==> src/rtl/rpath_packet_writer.sv <==
// rpath_packet_writer
// Moves a counted stream of 32-bit source words into the FX3 bus read path,
// one bus-sized packet per channel activation, until the requested word
// count is exhausted, then pulses o_done_stb.
// Optional build macro: RPATH_ROUND_ROBIN_EN -- alternate between the two
// read channels when both are ready (default build: ch0 always wins).
module rpath_packet_writer #(
    parameter int SIZE_WIDTH  = 24,
    parameter int COUNT_WIDTH = 32
) (
    input  logic                   clk,
    input  logic                   rst,
    input  logic                   i_start_stb,
    input  logic [COUNT_WIDTH-1:0] i_total_count,
    output logic                   o_busy,
    output logic                   o_done_stb,
    input  logic [31:0]            i_src_data,
    input  logic                   i_src_valid,
    output logic                   o_src_ready,
    input  logic [1:0]             i_rpath_ready,
    output logic [1:0]             o_rpath_activate,
    input  logic [SIZE_WIDTH-1:0]  i_rpath_size,
    output logic [31:0]            o_rpath_data,
    output logic                   o_rpath_strobe
);

    typedef enum logic [1:0] {
        IDLE,
        WAIT_CH,
        ACTIVE,
        RELEASE
    } state_t;

    state_t                 state_q;
    logic [COUNT_WIDTH-1:0] remaining_q;
    logic [SIZE_WIDTH-1:0]  packet_left_q;
    logic                   busy_q;
    logic                   done_q;
    logic                   src_ready_q;
    logic [1:0]             activate_q;
    logic [31:0]            data_q;
    logic                   strobe_q;

    logic [COUNT_WIDTH-1:0] remaining_d;
    logic [SIZE_WIDTH-1:0]  packet_left_d;
    logic                   accept;
    logic                   sel_ch_d;

`ifdef RPATH_ROUND_ROBIN_EN
    logic                   last_ch_q;
`endif

    // Handshake and saturating decrements of both word counters
    always_comb begin
        accept        = src_ready_q & i_src_valid;
        remaining_d   = (remaining_q != '0) ? remaining_q - COUNT_WIDTH'(1) : '0;
        packet_left_d = (packet_left_q != '0) ? packet_left_q - SIZE_WIDTH'(1) : '0;
    end

    // Channel choice among the ready read channels
    always_comb begin
`ifdef RPATH_ROUND_ROBIN_EN
        if (i_rpath_ready == 2'b11) begin
            sel_ch_d = ~last_ch_q;
        end else begin
            sel_ch_d = i_rpath_ready[1];
        end
`else
        sel_ch_d = ~i_rpath_ready[0];
`endif
    end

    // Transfer sequencer with all outputs registered
    always_ff @(posedge clk or posedge rst) begin
        if (rst) begin
            state_q       <= IDLE;
            remaining_q   <= '0;
            packet_left_q <= '0;
            busy_q        <= 1'b0;
            done_q        <= 1'b0;
            src_ready_q   <= 1'b0;
            activate_q    <= 2'b00;
            data_q        <= '0;
            strobe_q      <= 1'b0;
`ifdef RPATH_ROUND_ROBIN_EN
            last_ch_q     <= 1'b1;
`endif
        end else begin
            done_q   <= 1'b0;
            strobe_q <= 1'b0;
            case (state_q)
                IDLE: begin
                    if (i_start_stb) begin
                        if (i_total_count != '0) begin
                            remaining_q <= i_total_count;
                            busy_q      <= 1'b1;
                            state_q     <= WAIT_CH;
                        end else begin
                            done_q <= 1'b1;
                        end
                    end
                end
                WAIT_CH: begin
                    if (i_rpath_ready != 2'b00) begin
                        packet_left_q <= i_rpath_size;
`ifdef RPATH_ROUND_ROBIN_EN
                        last_ch_q     <= sel_ch_d;
`endif
                        if (i_rpath_size != '0) begin
                            activate_q  <= sel_ch_d ? 2'b10 : 2'b01;
                            src_ready_q <= 1'b1;
                            state_q     <= ACTIVE;
                        end else begin
                            state_q <= RELEASE;
                        end
                    end
                end
                ACTIVE: begin
                    if (accept) begin
                        data_q        <= i_src_data;
                        strobe_q      <= 1'b1;
                        remaining_q   <= remaining_d;
                        packet_left_q <= packet_left_d;
                        if ((remaining_d == '0) || (packet_left_d == '0)) begin
                            src_ready_q <= 1'b0;
                            activate_q  <= 2'b00;
                            state_q     <= RELEASE;
                        end
                    end else if (!src_ready_q) begin
                        activate_q <= 2'b00;
                        state_q    <= RELEASE;
                    end
                end
                RELEASE: begin
                    activate_q <= 2'b00;
                    if (remaining_q != '0) begin
                        state_q <= WAIT_CH;
                    end else begin
                        busy_q  <= 1'b0;
                        done_q  <= 1'b1;
                        state_q <= IDLE;
                    end
                end
                default: begin
                    state_q <= IDLE;
                end
            endcase
        end
    end

    assign o_busy           = busy_q;
    assign o_done_stb       = done_q;
    assign o_src_ready      = src_ready_q;
    assign o_rpath_activate = activate_q;
    assign o_rpath_data     = data_q;
    assign o_rpath_strobe   = strobe_q;

endmodule

==> config.mk <==
export PLATFORM = sky130hd
export DESIGN_NAME = rpath_packet_writer
export DESIGN_NICKNAME = d
export VERILOG_FILES = /design/src/rtl/rpath_packet_writer.sv
export SDC_FILE = /design/constraint.sdc
export NUM_CORES = 1
export LEC_CHECK = 0
export ABC_AREA = 1
export BUFFER_PORTS_ARGS = -buffer_cell sky130_fd_sc_hd__buf_2
export CORE_MARGIN = 3
export CORE_UTILIZATION = 33
export CTS_BUF_LIST = sky130_fd_sc_hd__clkbuf_16
export CTS_CLUSTER_SIZE = 16
export DETAILED_ROUTE_END_ITERATION = 10
export HOLD_SLACK_MARGIN = 0.02
export RECOVER_POWER = 50
export SYNTH_ARGS = -nofsm -noshare
export SYNTH_HDL_FRONTEND = slang
export SYNTH_SLANG_ARGS = --single-unit
==> constraint.sdc <==
create_clock -name clk -period 5.8 [get_ports clk]
set_clock_uncertainty 0.15 [all_clocks]
set_input_delay 1.16 -clock clk [delete_from_list [all_inputs] [get_ports clk]]
set_output_delay 1.16 -clock clk [all_outputs]
set_load 0.02 [all_outputs]
==> impl_metrics.ini <==
[placed_design]
portBuffers = 131
hpwlAfterDp_microns = 15400
gp_congestion = 0.921

[setup_path]
arrival_ps = 3850
worstSetupPathType = in -> async
crit_fanout = 54
cpPeakStageDelay_ps = 1420
start_kind = input port
worst-r2r-cell-count = 8
end_kind = async pin
path_cells = buf_2 > clkinvlp_2 > clkbuf_2
cp.required_ps = 5940
cp_slowest_cell = clkinvlp_2

[synth]
synth-async-reset-ratio = 1.00
ys_dominant_reg_cell = dfrtp_1
netlist_instances = 1015
synth-seq-cells = 96
ys_warn_count = 0
yosys-top-cells-area = dfrtp_1 36%, nand2_1 18%, nor2_1 8.7%
yosysTopAreaCellShare = 0.361
yosysSeqAreaShare = 0.361
avgSynthCellArea_sq_um = 6.55
synth_edf_count = 0
synthesis.area_sq_um = 6650
syn_nets = 1116
synth_cell_type_count = 39
synth_top_area_cell = dfrtp_1

[pwr]
comb_power_share = 0.547
internal-power_mw = 2.04
p_seq_frac = 0.304
sw_frac_of_total = 0.518
leakage_nw = 3.73
p_per_area_nw_per_um2 = 543
p_switching_mw = 2.19
peakVddDrop_mv = 0.258
p_clk_frac = 0.150

[timing]
holdWs_ps = 321
setup_viol = 0
tightestPinTransition_ps = 2540
hold_viol = 0
rsz0062_at_grt = false
timing.fmax_ghz = 0.270
post-route-min-period_ps = 3710
slew_violations = 55
finalSetupTns_ps = 0
slew_headroom = -0.703
timing.final.crit_share = 0.639

[drt]
ant_nets = 0
vias_per_cell = 4.98
drtPass1Iterations = 5
drt-total-wl_microns = 20700
post_drt_wl_per_cell_microns = 14.8
drc_errors = 0
drtIter0Drc = 508
vias = 6963

[min_path]
holdCritPathClass = reg -> reg
holdPathStages = 2

[global_routing]
grt_pass1_wl_microns = 33500
grt-ovfl-total = 0
antenna_found_initial = 0
grt_pass1_vias = 6517
grt_usage = 0.189
grt_max_degree = 96

[job]
max-cap-violations = 1

[clocking]
clock_sinks = 96
htree_levels = 3
holdBufCountCts = 0
cts.reportedPaths.clkPinSlew_ps = 80
cts_tree = done
cts_resized = 0
cts_root_buf = clkbuf_16
cts_buffer_depth = 2
cts_buffers = 9
post_cts_buffers = 0
worstSkewPairLatency_ps = 360

[floorplanning]
core_sq_um = 19700
rows = 51
start_util = 0.338
dieArea_sq_um = 21900
ioPinCount = 132
fp.dieW_microns = 148
fp.dieH_microns = 148

[final_layout]
antennaDiodeCount = 0
nFillCells = 2202
multi_input_area_sq_um = 3750
drive_gt1_frac = 0.135
register_area_sq_um = 2400
syn_to_final_growth_pct = 17.3
finalNetCount = 1229

[run_status]
status = complete, but fails checks
violations = max-capacitance violations, max-slew violations
critical path: cells and delay by family:
| family | cells | cell delay, ps |
|---|---|---|
| buffers and inverters | 3 | 2630 |
synth_stat cells, drive strengths merged (2+ instances only):
cell type,number
nor4,6
or4,2
o21a,4
o21ai,72
clkinv,3
o22ai,13
nor3,10
ha,7
nand2,330
inv,95
nand4,18
xor2,10
nor2,173
dfrtp,96
nand3,84
buf,7
a21oi,15
clkbuf,26
o211ai,33
a211oi,4
final timing paths:
kind                             startpoint          endpoint  slack [ps]
hold reg to reg            o_rpath_data[31]  o_rpath_data[31]         320
setup / recovery                        rst  packet_left_q[1]        2090
min in group asynchronous               rst  o_rpath_data[20]        1330
setup reg to reg                 state_q[0]  packet_left_q[7]        2390
max in group clk                 state_q[0]  packet_left_q[7]        2390
hold / removal             o_rpath_data[31]  o_rpath_data[31]         320
state kept, by name (all words and copies together), names as in the netlist:
name	cells
o_rpath_data	32
packet_left_q	24
o_done_stb	1
remaining_q	32
state_q	2
o_src_ready	1
o_busy	1
o_rpath_activate	2
o_rpath_strobe	1
cell type report:
class,instances,share of cell area
Multi-Input combinational cell,788,0.480
Sequential cell,96,0.308
Timing Repair Buffer,135,0.0810
Inverter,98,0.0475
Tap cell,265,0.0425
Clock buffer,9,0.0289
Clock inverter,7,0.0120
kinds of logic (layout without fill, tap and decap cells):
family                   Yosys count  count (layout)  share of synthesized area
XOR/XNOR                          11              11                     0.0145
buffers and inverters            131             249                     0.0771
flip-flops                        96              96                      0.361
adder cells (fa/ha/maj)            7               7                     0.0132
AND/OR/NAND/NOR                  628             628                      0.409
AO/OA/AOI/OAI                    142             142                      0.125
power groups by stage:
| stage | Sequential (mW) | Combinational, mW | Clock, mW |
|---|---|---|---|
| 2_1_floorplan | 1.36 | 1.64 | 0 |
| 3_3_place_gp | 1.29 | 2.31 | 0 |
| 3_5_place_dp | 1.28 | 2.35 | 0 |
| 4_1_cts | 1.28 | 2.35 | 0.659 |
| 5_1_grt | 1.33 | 2.65 | 0.682 |
| 6_report | 1.28 | 2.31 | 0.635 |
cells in the final DEF (no fill, tap or decap), types with 18 or more instances in the layout:
cell | netlist | layout
nand2_1 | 322 | 322
nor2_1 | 155 | 154
dfrtp_1 | 96 | 96
buf_2 | 1 | 93
inv_1 | 91 | 90
nand3_1 | 77 | 77
o21ai_0 | 72 | 72
clkbuf_1 | 26 | 39
o211ai_1 | 33 | 33
nand4_1 | 18 | 18
stage by stage:
step                std cells  total power [mW]  worst slack (ps)  utilization  instance area, sq um
global route             1398              4.66              1530        0.397                  7800
global placement         1382              3.59              2280        0.384                  7550
finish                   1398              4.23              2090        0.397                  7800
floorplan                1015              3.00              1980            -                  6650
CTS                      1398              4.29              2490        0.400                  7870
detailed placement       1382              3.63              2210        0.384                  7550
layer usage:
metal | vias to the layer above | wire length [microns] | global-route usage
met5 | - | 0 | 0
met4 | 0 | 486 | 0.0624
met3 | 30 | 1200 | 0.0371
met2 | 200 | 9270 | 0.291
met1 | 3216 | 9720 | 0.267
li1 | 3517 | - | -
Note: power is estimated with default switching activity, not from simulation.
